[src/rtl/simon_pkg.sv]
// Shared types and constants for the Simon Says game sequencer.
package simon_pkg;

    typedef enum logic [2:0] {
        IDLE,
        ROUND_INIT,
        SHOW_ON,
        SHOW_OFF,
        PLAYER,
        ROUND_DONE,
        WIN,
        LOSE
    } state_t;

    localparam logic [2:0]  SPEED_MAX     = 3'd7;
    localparam int unsigned MAX_ROUND_DEF = 20;

    // Speed code for a round: round index divided by the (power-of-two)
    // rounds-per-step, saturating at SPEED_MAX.
    function automatic logic [2:0] speed_for_round(input logic [4:0]  round,
                                                   input int unsigned shift);
        logic [4:0] steps;
        steps = round >> shift;
        if (steps > 5'(SPEED_MAX)) begin
            return SPEED_MAX;
        end
        return steps[2:0];
    endfunction

endpackage

[src/rtl/simon_game_ctrl.sv]
// Game sequencer: replays the colour sequence, hands control to the player,
// checks each entry, ramps speed every few rounds and reports win/lose.
// Every output is registered and decoded from the next state, so outputs
// line up with the state they describe.
module simon_game_ctrl
    import simon_pkg::*;
#(
    parameter int unsigned MAX_ROUND      = MAX_ROUND_DEF,
    parameter int unsigned SPEED_STEP     = 4,
    parameter int unsigned TIMEOUT_PULSES = 16
) (
    input  logic       clk,
    input  logic       rst,
    input  logic       go,
    input  logic       pulse,
    input  logic       empty,
    input  logic       result,
    output logic       start,
    output logic       rst_seedgen,
    output logic       load_colour,
    output logic       load_speed,
    output logic [2:0] speed,
    output logic       flash_clk,
    output logic [4:0] check_round,
    output logic       player_turn,
    output logic       game_over,
    output logic       win
);

    localparam int unsigned      SPEED_SHIFT = $clog2(SPEED_STEP);
    localparam int unsigned      TMO_W       = $clog2(TIMEOUT_PULSES + 1);
    localparam logic [4:0]       LAST_ROUND  = 5'(MAX_ROUND - 1);
    localparam logic [TMO_W-1:0] TMO_LIMIT   = TMO_W'(TIMEOUT_PULSES);

    state_t           state_q, state_d;
    logic [4:0]       round_q, round_d;
    logic [4:0]       step_q, step_d;
    logic [4:0]       idx_q, idx_d;
    logic [TMO_W-1:0] tmo_q, tmo_d;
    logic [TMO_W-1:0] tmo_inc;
    logic [2:0]       speed_q, speed_d;
    logic             start_q, start_d;
    logic             seedgen_q, seedgen_d;
    logic             load_colour_q, load_colour_d;
    logic             load_speed_q, load_speed_d;
    logic             flash_q, flash_d;
    logic             player_q, player_d;
    logic             over_q, over_d;
    logic             win_q, win_d;
    logic             entry;

    assign entry   = ~empty;
    assign tmo_inc = tmo_q + TMO_W'(1);

    // Next-state, counter updates and registered-output decode.
    always_comb begin
        state_d       = state_q;
        round_d       = round_q;
        step_d        = step_q;
        idx_d         = idx_q;
        tmo_d         = tmo_q;
        speed_d       = speed_q;
        start_d       = 1'b0;
        load_speed_d  = 1'b0;
        load_colour_d = 1'b0;
        flash_d       = 1'b0;
        player_d      = 1'b0;
        over_d        = 1'b0;
        win_d         = 1'b0;
        seedgen_d     = 1'b0;

        case (state_q)
            IDLE: begin
                if (go) begin
                    start_d = 1'b1;
                    round_d = '0;
                    speed_d = '0;
                    state_d = ROUND_INIT;
                end
            end
            ROUND_INIT: begin
                speed_d      = speed_for_round(round_q, SPEED_SHIFT);
                load_speed_d = 1'b1;
                step_d       = '0;
                state_d      = SHOW_ON;
            end
            SHOW_ON: begin
                if (pulse) begin
                    state_d = SHOW_OFF;
                end
            end
            SHOW_OFF: begin
                if (pulse) begin
                    if (step_q == round_q) begin
                        step_d  = '0;
                        idx_d   = '0;
                        tmo_d   = '0;
                        state_d = PLAYER;
                    end else begin
                        step_d  = step_q + 5'd1;
                        state_d = SHOW_ON;
                    end
                end
            end
            PLAYER: begin
                // An entry takes priority over a timeout pulse in the same cycle.
                if (entry) begin
                    if (!result) begin
                        state_d = LOSE;
                    end else if (idx_q == round_q) begin
                        state_d = ROUND_DONE;
                    end else begin
                        idx_d = idx_q + 5'd1;
                        tmo_d = '0;
                    end
                end else if (pulse) begin
                    tmo_d = tmo_inc;
                    if (tmo_inc == TMO_LIMIT) begin
                        state_d = LOSE;
                    end
                end
            end
            ROUND_DONE: begin
                if (round_q == LAST_ROUND) begin
                    state_d = WIN;
                end else begin
                    round_d = round_q + 5'd1;
                    state_d = ROUND_INIT;
                end
            end
            WIN, LOSE: begin
                if (go) begin
                    round_d = '0;
                    step_d  = '0;
                    idx_d   = '0;
                    tmo_d   = '0;
                    speed_d = '0;
                    state_d = IDLE;
                end
            end
            default: begin
                state_d = IDLE;
            end
        endcase

        load_colour_d = (state_d == SHOW_ON) && (state_q != SHOW_ON);
        flash_d       = (state_d == SHOW_ON);
        if ((state_q == WIN) && (state_d == WIN)) begin
            flash_d = flash_q ^ pulse;
        end
        player_d  = (state_d == PLAYER);
        over_d    = (state_d == WIN) || (state_d == LOSE);
        win_d     = (state_d == WIN);
        seedgen_d = (state_d == IDLE);
    end

    // State, counters and output registers with asynchronous reset.
    always_ff @(posedge clk or posedge rst) begin
        if (rst) begin
            state_q       <= IDLE;
            round_q       <= '0;
            step_q        <= '0;
            idx_q         <= '0;
            tmo_q         <= '0;
            speed_q       <= '0;
            start_q       <= 1'b0;
            seedgen_q     <= 1'b1;
            load_colour_q <= 1'b0;
            load_speed_q  <= 1'b0;
            flash_q       <= 1'b0;
            player_q      <= 1'b0;
            over_q        <= 1'b0;
            win_q         <= 1'b0;
        end else begin
            state_q       <= state_d;
            round_q       <= round_d;
            step_q        <= step_d;
            idx_q         <= idx_d;
            tmo_q         <= tmo_d;
            speed_q       <= speed_d;
            start_q       <= start_d;
            seedgen_q     <= seedgen_d;
            load_colour_q <= load_colour_d;
            load_speed_q  <= load_speed_d;
            flash_q       <= flash_d;
            player_q      <= player_d;
            over_q        <= over_d;
            win_q         <= win_d;
        end
    end

    assign start       = start_q;
    assign rst_seedgen = seedgen_q;
    assign load_colour = load_colour_q;
    assign load_speed  = load_speed_q;
    assign speed       = speed_q;
    assign flash_clk   = flash_q;
    assign check_round = round_q;
    assign player_turn = player_q;
    assign game_over   = over_q;
    assign win         = win_q;

endmodule

[config.mk]
export PLATFORM = sky130hd
export DESIGN_NAME = simon_game_ctrl
export DESIGN_NICKNAME = d
export VERILOG_FILES = /design/src/rtl/simon_pkg.sv /design/src/rtl/simon_game_ctrl.sv
export SDC_FILE = /design/constraint.sdc
export NUM_CORES = 1
export LEC_CHECK = 0
export ABC_AREA = 1
export CAP_MARGIN = 20
export CORE_ASPECT_RATIO = 1.4
export CORE_MARGIN = 1.5
export CORE_UTILIZATION = 60
export DETAILED_ROUTE_END_ITERATION = 12
export PLACE_DENSITY = 0.92
export SLEW_MARGIN = 0
export SYNTH_ARGS = -nofsm -noshare
export SYNTH_HDL_FRONTEND = slang
export SYNTH_SLANG_ARGS = --single-unit
[constraint.sdc]
create_clock -name clk -period 4.1 [get_ports clk]
set_input_delay 0.41 -clock clk [delete_from_list [all_inputs] [get_ports clk]]
set_output_delay 0.41 -clock clk [all_outputs]
set_load 0.01 [all_outputs]
Word-level counts from Yosys, hierarchy flattened

Cells that the tools add are included.
W data, S select, Z words.

Logic and storage cells: 102
Output and inout port bits: 16
Bits in registers: 34
Input port bits: 6

Reduce and logical (&&, ||, !) cells: 16
Bitwise logic cells: 1
Eq/ne operators: 27
Multiplexer cells: 39
Add/sub/neg operators: 4
Order comparisons: 1

Operator list:

| cell                  | count |
|---|---|
| $mux W5               | 13 |
| $pmux W5 S3           | 3 |
| $mux W3               | 14 |
| $eq A3 B3 Y1 const B  | 7 |
| $pmux W3 S7           | 1 |
| $add A5 B1 Y5 const B | 4 |
| $ne A2 B2 Y1 const B  | 7 |
| $reduce_and A7 Y1     | 2 |
| $eq A5 B5 Y1          | 2 |
| $eq A5 B5 Y1 const B  | 2 |
| $pmux W5 S2           | 1 |
| $eq A3 B2 Y1 const B  | 3 |
| $ne A3 B3 Y1 const B  | 3 |
| $logic_not A3 Y1      | 2 |
| $mux W1               | 6 |
| $pmux W3 S2           | 1 |
| $reduce_and A3 Y1     | 2 |
| $reduce_bool A3 Y1    | 2 |
| $reduce_bool A2 Y1    | 2 |
| $eq A3 B1 Y1 const B  | 1 |
| $gt A3 B3 Y1 const B  | 1 |
| $ne A3 B2 Y1 const B  | 1 |
| $reduce_or A3 Y1      | 1 |
| $logic_and A1 B1 Y1   | 2 |
| other kinds (5)       | 5 |

Longest topological paths before layout

Gate-level depths: netlist of run 1.

Depth in word-level cells: 9
Depth in mapped cells: 12
Mapped depth without buffers: 12

Worst setup path after synthesis of run 1

Ideal clock, no wire load.

Path kind: register to register
Start point: reg round_q[0] (netlist: check_round[0])
End point: reg seedgen_q (netlist: rst_seedgen)
Slack: 2.544 ns
Stages on the path, launching flop included: 12
Required time: 4.033 ns
Arrival time: 1.489 ns
Library setup time: 0.067 ns
Buffers on the path: 0
Period minus slack after synthesis: 1.556 ns
Path through: dfrtp_1 -> ha_1 -> nand2_1 -> nor2_1 -> inv_1 -> nand2_1 -> nand4_1 -> nor2_1 -> nand2_1 -> nor2_1 -> nand2_1 -> nor2_1

Word-level cells in the longest chain between the ends: 6
Elaborated cells on any way between the ends: 11
Those cells by class: 3 x eq/ne; 7 x mux; 1 x reduce/logical

Ends and longest elaborated chain:

| element                | RTL line               | RTL |
|---|---|---|
| start, declared        | simon_game_ctrl.sv:36  | `logic [4:0] round_q, round_d;` |
| start signal, assigned | simon_game_ctrl.sv:176 | `round_q <= round_d;` |
| $eq A5 B5 Y1           | simon_game_ctrl.sv:110 | `end else if (idx_q == round_q) begin` |
| $mux W3                | simon_game_ctrl.sv:110 |  |
| $mux W3                | simon_game_ctrl.sv:108 | `if (!result) begin` |
| $mux W3                | simon_game_ctrl.sv:107 | `if (entry) begin` |
| $pmux W3 S7 *          | simon_game_ctrl.sv:72  | `case (state_q)` |
| $logic_not A3 Y1 *     | simon_game_ctrl.sv:154 | `seedgen_d = (state_d == IDLE);` |
| net seedgen_d          | simon_game_ctrl.sv:43  | `logic seedgen_q, seedgen_d;` |
| end signal, assigned   | simon_game_ctrl.sv:182 | `seedgen_q <= seedgen_d;` |
| end, declared          | simon_game_ctrl.sv:43  |  |

Mark *: on every way through the listed nets, which the timed path passes. The rest lies on a longest branch.
A chain may end at the register's enable or synchronous reset.

Worst setup path after layout of run 1

Start point: in pulse
End point: reg step_q[4]

Word-level cells in the longest chain between the ends: 2

Ends and longest elaborated chain:

| element                     | RTL line               | RTL |
|---|---|---|
| start, declared             | simon_game_ctrl.sv:15  | `input logic pulse,` |
| $ne A2 B2 Y1 (no line)      | -                      |  |
| $reduce_and A3 Y1 (no line) | -                      |  |
| end signal, assigned        | simon_game_ctrl.sv:177 | `step_q <= step_d;` |
| end, declared               | simon_game_ctrl.sv:37  | `logic [4:0] step_q, step_d;` |

Every way passes these cells.

==> metrics.yaml, run 1 <==
status:
  status: "finished clean"
sta:
  finalClockSkew_ns: 0.007449
  final_max_slew_viol_count: 0
  setup_viol_count_final: 0
  worst_slew_pin_slew_ns: 0.3717
  fin_tns_setup_ns: 0
  finalCritPeriodShare_pct: 44.48
  layout_min_cycle_time_ns: 1.824
  fmax_mhz: 548.3
  timing.slew.headroom_pct: 75.22
  hold_viol: 0
  setup_slack_ns: 2.276
  setup_repair_after_global_routing_missed_its_margin: "false"
layout:
  drive_above_1_share_pct: 9.028
  number_of_nets_at_the_end_of_the_flow: 297
  post-route-util_pct: 75.49
  area_growth_from_synthesis_to_final_layout_pct: 20.08
  insertedDiodeCount: 0
worst_setup_path:
  worstSetupStartpointType: "primary input"
  slowest_delay_ns: 0.51
  worst_path_max_delay_cell: "sky130_fd_sc_hd__clkdlybuf4s50_1"
  timing.critical_path.fanout_max: 6
  required_time_reported_for_the_critical_path_endpoint_ns: 4.27
  setup.worst_path.end_class: "register"
  worst-endpoint-arrival_ns: 1.99
  critPathBufInv: 2
  setup.reg_to_reg.worst_slack_ns: 2.29
  timing.critical_path.cells: "clkdlybuf4s50_1 > inv_1 > nand2_1 > nand4_2 > nor3_1 > and3_1 > nor3_1"
  cp_top_family: "simple AND/OR/NAND/NOR gates"
  crit_path_frequent_cell: "sky130_fd_sc_hd__nor3_1"
  setup.worst_path.class: "primary input to register"
routing:
  first_iter_violations: 72
  drc: 0
  post_drt_via_cell_ratio: 5.526
  drt.antenna.violating_nets: 0
  route.vias.total: 1807
  drt-total-wl_mm: 4.414
  drt_pass1_iterations: 4
  avgRoutedWirePerCell_um: 13.50
synth:
  synth.cells.most_frequent: "sky130_fd_sc_hd__nand2_1 (58), sky130_fd_sc_hd__inv_1 (39), sky130_fd_sc_hd__dfrtp_1 (33)"
  yosys-top-cells-area: "sky130_fd_sc_hd__dfrtp_1 (42%), sky130_fd_sc_hd__nand2_1 (11%), sky130_fd_sc_hd__inv_1 (7.5%), sky130_fd_sc_hd__nand3_1 (6.2%), sky130_fd_sc_hd__nor2_1 (5.8%)"
  post_synth_num_cell_types: 30
  synth.yosys.warnings: 0
  asyncSetResetFlopFracSynth_pct: 100.0
  synth.cell_area_um2: 1944
  ys_seq_area_share_pct: 43.82
  count_of_flip_flops_with_a_built_in_enable_after_synthesis: 0
  synthDominantCellAreaShare_pct: 42.47
  dominantRegCellSynth: "sky130_fd_sc_hd__dfrtp_1"
  synth_cells: 259
  postSynthAreaPerCell_um2: 7.507
  netlist.top_cell.by_area: "sky130_fd_sc_hd__dfrtp_1"
  synth_most_common_cell: "sky130_fd_sc_hd__nand2_1"
  synth.net_count: 269
  synth_seq_cells: 34
cts:
  ctsRootBufferMaster: "sky130_fd_sc_hd__clkbuf_8"
  clk-insertion-delay-late_ns: 0.29
  post-cts-setup-buffers: 0
  total_cts_buffers: 5
  tritoncts: "yes"
  post_cts_resized: 0
  cts_sinks: 34
  worst_setup_hold_path_clk_slew_ns: 0.07
  ctsHtreeMaxLevel: 2
  cts_hold_buf: 0
  clock_path_buffers: 2
power_and_ir_drop:
  total_power_mw: 1.519
  power.density_nw_per_um2: 650.8
  peakVddDrop_mv: 0.4015
  power_leakage_nw: 1.142
grt:
  pin_count_of_the_biggest_net_entering_global_routing: 27
  first_global_vias: 1775
  globalRouteOverflowTotal: 0
  grt_antenna_before_repair: 0
  grtUsageTotal_pct: 27.81
  global_route_wire_length_before_repair_mm: 7.583
floorplan:
  floorplan.die_area_um2: 3596
  floorplan.initialDensity_pct: 62.86
  die_x_um: 51.11
  placementRows: 24
  io_pins: 22
  die_y_extent_um: 70.36
  core_area_um2: 3093
placement:
  place.port_buffers: 21
  detailed_place_hpwl_mm: 3.181
  gpl.final_weighted_congestion: 0.8915
  post-place-ws_ns: 2.054
min_path:
  hold_path.class: "primary input to asynchronous set/reset pin"
run:
  max_cap_viol_count: 0
worst paths after layout:
check                           cells past startpoint                  startpoint               endpoint
worst max-delay path                                7                       pulse  step_q[4]$_DFFE_PP0P_
worst min-delay path                                2                         rst   tmo_q[3]$_DFFE_PP0P_
worst max register to register                     11  check_round[0]$_DFFE_PP0P_  player_turn$_DFF_PP0_
worst min register to register                      2        speed[2]$_DFFE_PP0P_   speed[2]$_DFFE_PP0P_
max in group asynchronous                           4                         rst  rst_seedgen$_DFF_PP1_
min in group clk                                    2        speed[2]$_DFFE_PP0P_   speed[2]$_DFFE_PP0P_
metrics by stage:
| stage | std cells | hold WS (ns) | area, µm² |
|---|---|---|---|
| finish | 327 | 0.3412 | 2335 |
| global route | 327 | 0.3545 | 2335 |
| CTS | 326 | 0.5310 | 2307 |
| detailed placement | 318 | 0.5115 | 2201 |
| global placement | 318 | 0.4973 | 2201 |
| floorplan | 259 | 0.4805 | 1944 |
final cells by class:
| class | instances | area (µm²) |
|---|---|---|
| multi-input combinational | 181 | 924.6 |
| sequential | 34 | 852.1 |
| fill | 245 | 758.2 |
| timing repair buffer | 23 | 245.2 |
| inverter | 42 | 157.7 |
| clock buffer | 7 | 76.32 |
| tap | 39 | 48.80 |
| clock inverter | 1 | 30.03 |
sequential cells by signal, summed over array words and instances (netlist names):
| name | flops |
|---|---|
| start | 1 |
| rst_seedgen | 1 |
| step_q | 5 |
| load_colour | 1 |
| player_turn | 1 |
| speed | 3 |
| win | 1 |
| tmo_q | 5 |
| check_round | 5 |
| idx_q | 5 |
| load_speed | 1 |
| flash_clk | 1 |
| game_over | 1 |
| state_q | 3 |
cells by family after synthesis:
| logic type | Yosys count | synth area share, % |
|---|---|---|
| AND/OR/NAND/NOR | 137 | 32.56 |
| buffers and inverters | 44 | 8.623 |
| flip-flops | 34 | 43.82 |
| AO/OA/AOI/OAI | 33 | 9.266 |
| XOR/XNOR | 7 | 3.153 |
| adder cells (fa/ha/maj) | 4 | 2.574 |
placed cells by master (no fill, tap or decap), types with 5 or more instances in the layout:
master / instances
sky130_fd_sc_hd__nand2_1: 58
sky130_fd_sc_hd__a21oi_1: 7
sky130_fd_sc_hd__inv_1: 39
sky130_fd_sc_hd__clkbuf_8: 5
sky130_fd_sc_hd__nand4_1: 5
sky130_fd_sc_hd__nor3_1: 5
sky130_fd_sc_hd__clkdlybuf4s50_1: 21
sky130_fd_sc_hd__nand3_1: 24
sky130_fd_sc_hd__o21ai_0: 17
sky130_fd_sc_hd__nor2_1: 30
sky130_fd_sc_hd__o21ai_1: 6
sky130_fd_sc_hd__dfrtp_1: 33
power breakdown:
group	internal [mW]	leakage (nW)	total (mW)	switching [mW]
Clock	0.182	0.0524	0.305	0.123
Sequential	0.414	0.459	0.504	0.0903
Combinational	0.267	0.631	0.710	0.444
Total	0.862	1.14	1.52	0.657
metal layers:
metal  GRT usage [%]  wire, µm
met3           4.701       162
met1           31.13      1806
met2           48.48      2330
met5               0         0
met4           15.32       114
worst register-to-register path: stages, from the launching register on:
cell,delay (ns)
sky130_fd_sc_hd__dfrtp_1,0.48
sky130_fd_sc_hd__ha_1,0.22
sky130_fd_sc_hd__nand2_1,0.06
sky130_fd_sc_hd__nor2_1,0.15
sky130_fd_sc_hd__inv_1,0.07
sky130_fd_sc_hd__nand2_1,0.10
sky130_fd_sc_hd__nand4_1,0.09
sky130_fd_sc_hd__nor2_1,0.16
sky130_fd_sc_hd__nand2_1,0.11
sky130_fd_sc_hd__nor2_1,0.13
sky130_fd_sc_hd__nand2_1,0.08
sky130_fd_sc_hd__nor2_1,0.09
(Power assumes the default switching activity.)
==> inputs of run 2 (changes only) <==
CORE_UTILIZATION = 56   (was 60)
PLACE_DENSITY = 0.88   (was 0.92)
clock period = 1.8 ns   (was 4.1 ns; I/O delays follow)
==> metrics.yaml, run 2 (synthesized netlist as in run 1, its figures left out) <==
layout:
  insertedDiodeCount: 0
  number_of_nets_at_the_end_of_the_flow: 307
  commonest_non_fill_non_tap_cell_in_the_layout: "sky130_fd_sc_hd__nand2_1"
  multi_input_gate_area_um2: 958.4
  area_growth_from_synthesis_to_final_layout_pct: 25.35
  post-route-util_pct: 72.82
  drive_above_1_share_pct: 18.12
  fill_cells: 245
  final_cell_mix: "sky130_fd_sc_hd__nand2_1 (58), sky130_fd_sc_hd__inv_1 (36), sky130_fd_sc_hd__nor2_1 (26), sky130_fd_sc_hd__dfrtp_1 (26), sky130_fd_sc_hd__nand3_1 (24)"
  layout.area.seq_um2: 860.8
grt:
  global_route_wire_length_before_repair_mm: 7.445
  first_global_vias: 1797
  globalRouteOverflowTotal: 0
  grt_antenna_before_repair: 0
  grtUsageTotal_pct: 26.23
  pin_count_of_the_biggest_net_entering_global_routing: 35
sta:
  finalCritPeriodShare_pct: 95.61
  hold_viol: 0
  setup_slack_ns: 0.07896
  fin_tns_setup_ns: 0
  timing.hold.ws_ns: 0.2869
  setup_viol_count_final: 0
  worst_slew_pin_slew_ns: 0.4297
  layout_min_cycle_time_ns: 1.721
  timing.slew.headroom_pct: 71.36
  finalClockSkew_ns: 0.003915
  fmax_mhz: 581.0
  final_max_slew_viol_count: 0
worst_setup_path:
  worst_path_max_delay_cell: "sky130_fd_sc_hd__dfrtp_2"
  setup.worst_path.class: "register to register"
  crit_path_frequent_cell: "sky130_fd_sc_hd__nand2_1"
  setup.worst_path.end_class: "register"
  required_time_reported_for_the_critical_path_endpoint_ns: 1.97
  slowest_delay_ns: 0.49
  worstSetupStartpointType: "register"
  worst-endpoint-arrival_ns: 1.89
  timing.critical_path.fanout_max: 9
  timing.critical_path.cells: "nor2_2 > nand2_1 > nand2_1 > nand2_2 > nand2_2 > nand2_1 > nor2_1 > nand2_1 > o21ai_0 > a21oi_1"
cts:
  ctsHtreeMaxLevel: 2
  cts_hold_buf: 0
  tritoncts: "yes"
  clk-insertion-delay-late_ns: 0.29
  cts_sinks: 34
  ctsRootBufferMaster: "sky130_fd_sc_hd__clkbuf_8"
  worst_setup_hold_path_clk_slew_ns: 0.07
  total_cts_buffers: 5
  clock_path_buffers: 2
floorplan:
  floorplan.initialDensity_pct: 58.09
  placementRows: 25
  die_y_extent_um: 72.72
  io_pins: 22
  die_x_um: 52.80
  core_area_um2: 3347
  floorplan.die_area_um2: 3840
placement:
  gpl.final_weighted_congestion: 0.9258
  detailed_place_hpwl_mm: 3.183
  post-place-ws_ns: 0.03287
  place.port_buffers: 21
routing:
  drt_pass1_iterations: 4
  route.vias.total: 1821
  avgRoutedWirePerCell_um: 13.25
  drt.antenna.violating_nets: 0
  post_drt_via_cell_ratio: 5.388
  first_iter_violations: 69
  drc: 0
  drt-total-wl_mm: 4.479
power_and_ir_drop:
  power.density_nw_per_um2: 1489
  total_power_mw: 3.628
  power_leakage_nw: 1.178
  peakVddDrop_mv: 0.9385
min_path:
  hold_path.class: "primary input to asynchronous set/reset pin"
status:
  status: "finished clean"
run:
  max_cap_viol_count: 0
-- run 2: what timing repair did --
item,CTS,global route
buffers inserted,0,5
resized for setup,0,18
endpoints found under the setup margin,0,17
-- run 2: layout make-up --
class | count | area share [%]
sequential | 34 | 35.32
timing repair buffer | 33 | 12.32
tap | 40 | 2.053
multi-input combinational | 181 | 39.32
clock buffer | 8 | 4.517
inverter | 42 | 6.468
-- run 2: stage by stage --
step	cell area, µm²	instances
2_1_floorplan	1944	259
3_3_place_gp	2247	325
3_5_place_dp	2247	325
4_1_cts	2357	333
5_1_grt	2437	338
6_report	2437	338
-- run 2: metal layers --
| layer | GRT usage, % | share of wire (%) | up-vias |
|---|---|---|---|
| met5 | 0 | 0 | - |
| met4 | 15.67 | 3.7 | 0 |
| met3 | 5.943 | 4.0 | 16 |
| met2 | 45.28 | 53 | 42 |
| met1 | 28.42 | 39 | 860 |
| li1 | - | - | 903 |
-- run 2: report_power, final --
part	internal [mW]	leakage, nW	switching [mW]
clock network	0.386	0.0575	0.265
registers	0.955	0.449	0.206
logic	0.726	0.671	1.09
total	2.07	1.18	1.56
-- run 2: final timing paths --
path                                       from                         end  slack, ns  cells after the start
max in group asynchronous                   rst       rst_seedgen$_DFF_PP1_       1.18                      3
hold reg to reg            speed[2]$_DFFE_PP0P_        speed[2]$_DFFE_PP0P_       0.52                      2
setup / recovery           state_q[2]$_DFF_PP0_  check_round[4]$_DFFE_PP0P_       0.08                     10
setup reg to reg           state_q[2]$_DFF_PP0_  check_round[4]$_DFFE_PP0P_       0.08                     10
hold / removal                              rst        tmo_q[2]$_DFFE_PP0P_       0.29                      3
min in group clk           speed[2]$_DFFE_PP0P_        speed[2]$_DFFE_PP0P_       0.52                      2
-- run 2: critical path: cells and delay by family, from the launching register on --
kind | cells | cell delay [ns]
AO/OA/AOI/OAI | 2 | 0.22
AND/OR/NAND/NOR | 8 | 0.87
flip-flops | 1 | 0.49
==> inputs of run 3 (changes only) <==
PLACE_DENSITY = 0.9   (was 0.88)
==> metrics.yaml, run 3 (synthesized netlist as in run 1, its figures left out) <==
worst_setup_path:
  timing.critical_path.cells: "buf_4 > inv_1 > nand2_1 > a21oi_1 > nand3_1 > nor2_2 > nor3_4 > buf_4 > nand3_1 > o21ai_0"
  timing.critical_path.fanout_max: 5
  worstRegToRegCells: 10
  worst_path_max_delay_cell: "sky130_fd_sc_hd__dfrtp_2"
  reg2reg_to: "idx_q[0]$_DFFE_PP0P_"
  worst-endpoint-arrival_ns: 1.95
  slowest_delay_ns: 0.44
  setup.reg_to_reg.worst_slack_ns: 0.02
  required_time_reported_for_the_critical_path_endpoint_ns: 1.97
  setup.worst_path.end_class: "register"
  worstReg2RegStart: "check_round[0]$_DFFE_PP0P_"
  worstSetupStartpointType: "register"
  setup.worst_path.class: "register to register"
routing:
  first_iter_violations: 70
  drc: 0
  drt_pass1_iterations: 4
  drt-total-wl_mm: 4.768
  drt.antenna.violating_nets: 0
  avgRoutedWirePerCell_um: 13.90
  post_drt_via_cell_ratio: 5.458
  route.vias.total: 1872
placement:
  place.port_buffers: 21
  placedInstanceArea_um2: 2247
  detailed_place_hpwl_mm: 3.182
  gpl.final_weighted_congestion: 0.8970
min_path:
  hold_path.class: "primary input to asynchronous set/reset pin"
layout:
  area_growth_from_synthesis_to_final_layout_pct: 27.22
  fill_cells: 244
  number_of_nets_at_the_end_of_the_flow: 312
  insertedDiodeCount: 0
  multi_input_gate_area_um2: 968.4
  drive_above_1_share_pct: 19.14
  layout.cell_area.non_filler_um2: 2474
  final_cell_mix: "sky130_fd_sc_hd__nand2_1 (56), sky130_fd_sc_hd__inv_1 (39), sky130_fd_sc_hd__dfrtp_1 (29)"
  layout.area.seq_um2: 857.1
  commonest_non_fill_non_tap_cell_in_the_layout: "sky130_fd_sc_hd__nand2_1"
cts:
  clock_path_buffers: 2
  ctsHtreeMaxLevel: 2
  ctsRootBufferMaster: "sky130_fd_sc_hd__clkbuf_8"
  total_cts_buffers: 5
  clk-insertion-delay-late_ns: 0.29
  cts_sinks: 34
  tritoncts: "yes"
  worst_setup_hold_path_clk_slew_ns: 0.07
sta:
  timing.slew.headroom_pct: 71.64
  fmax_mhz: 562.0
  finalCritPeriodShare_pct: 98.85
  setup_viol_count_final: 0
  worst_slew_pin_slew_ns: 0.4253
  final_max_slew_viol_count: 0
  fin_tns_setup_ns: 0
  hold_viol: 0
  finalClockSkew_ns: 0.007159
  layout_min_cycle_time_ns: 1.779
power_and_ir_drop:
  peakVddDrop_mv: 1.212
  power_leakage_nw: 1.206
  power.density_nw_per_um2: 1523
floorplan:
  io_pins: 22
  floorplan.die_area_um2: 3840
  die_y_extent_um: 72.72
  floorplan.initialDensity_pct: 58.09
  core_area_um2: 3347
  die_x_um: 52.80
  placementRows: 25
grt:
  grt_antenna_before_repair: 0
  globalRouteOverflowTotal: 0
  pin_count_of_the_biggest_net_entering_global_routing: 35
  global_route_wire_length_before_repair_mm: 7.410
  first_global_vias: 1764
  grtUsageTotal_pct: 26.15
status:
  status: "finished clean"
run:
  max_cap_viol_count: 0
run 3: cell count changes in the layout (fill, tap and decap cells not counted), sizes merged:
cell,previous run,this run
nand3,25,26
buf,12,16
run 3: power by group:
part / switching [mW] / internal (mW)
clock network: 0.268 / 0.386
registers: 0.208 / 0.952
logic: 1.16 / 0.793
total: 1.64 / 2.13
run 3: cell type report:
type / instances / share of cell area [%]
Sequential cell: 34 / 34.65
Inverter: 42 / 6.373
Multi-Input combinational cell: 182 / 39.15
Timing Repair Buffer: 37 / 13.35
Clock buffer: 8 / 4.451
Tap cell: 40 / 2.023
run 3: timing repair:
| action | CTS | global route |
|---|---|---|
| gates resized for setup | 0 | 16 |
| endpoints found under the setup margin | 0 | 17 |
| hold buffers | 0 | 0 |
| setup buffers | 0 | 9 |
| hold endpoints to repair | 0 | 0 |
run 3: how the worst max path moves through the flow:
stage / from / end / slack [ns] / cells past startpoint
after global placement: go / rst_seedgen$_DFF_PP1_ / 0.10 / 11
final: check_round[0]$_DFFE_PP0P_ / idx_q[0]$_DFFE_PP0P_ / 0.02 / 10
after floorplan: check_round[0]$_DFFE_PP0P_ / rst_seedgen$_DFF_PP1_ / 0.24 / 11
after global routing: check_round[2]$_DFFE_PP0P_ / idx_q[0]$_DFFE_PP0P_ / -0.06 / 11
after CTS: tmo_q[0]$_DFFE_PP0P_ / load_colour$_DFF_PP0_ / 0.06 / 10
after detailed placement: go / load_colour$_DFF_PP0_ / 0.07 / 11
run 3: through the flow:
step	instances	hold slack (ns)	util [%]	worst slack, ns	total power, mW
after global routing	343	0.3599	73.91	-0.06178	4.046
after detailed placement	325	0.5082	67.14	0.06903	2.838
after floorplan	259	0.3193	-	0.2437	2.244
final	343	0.2789	73.91	0.02065	3.768
after CTS	333	0.3007	70.43	0.06325	3.503
after global placement	325	0.5035	67.14	0.1049	2.779
run 3: metal layers:
metal | up-vias | track usage, % | share of wire (%)
met5 | - | 0 | 0
met4 | 0 | 11.68 | 5.2
met3 | 27 | 6.762 | 4.9
met2 | 65 | 45.00 | 51
met1 | 865 | 29.81 | 39
li1 | 915 | - | -
run 3: worst max-delay path, delay by kind of cell, from the launching register on:
kind | cells | cell delay (ns)
and+or+nand+nor | 5 | 0.60
DFF | 1 | 0.44
buffers and inverters | 3 | 0.38
AOI/OAI and AO/OA | 2 | 0.23
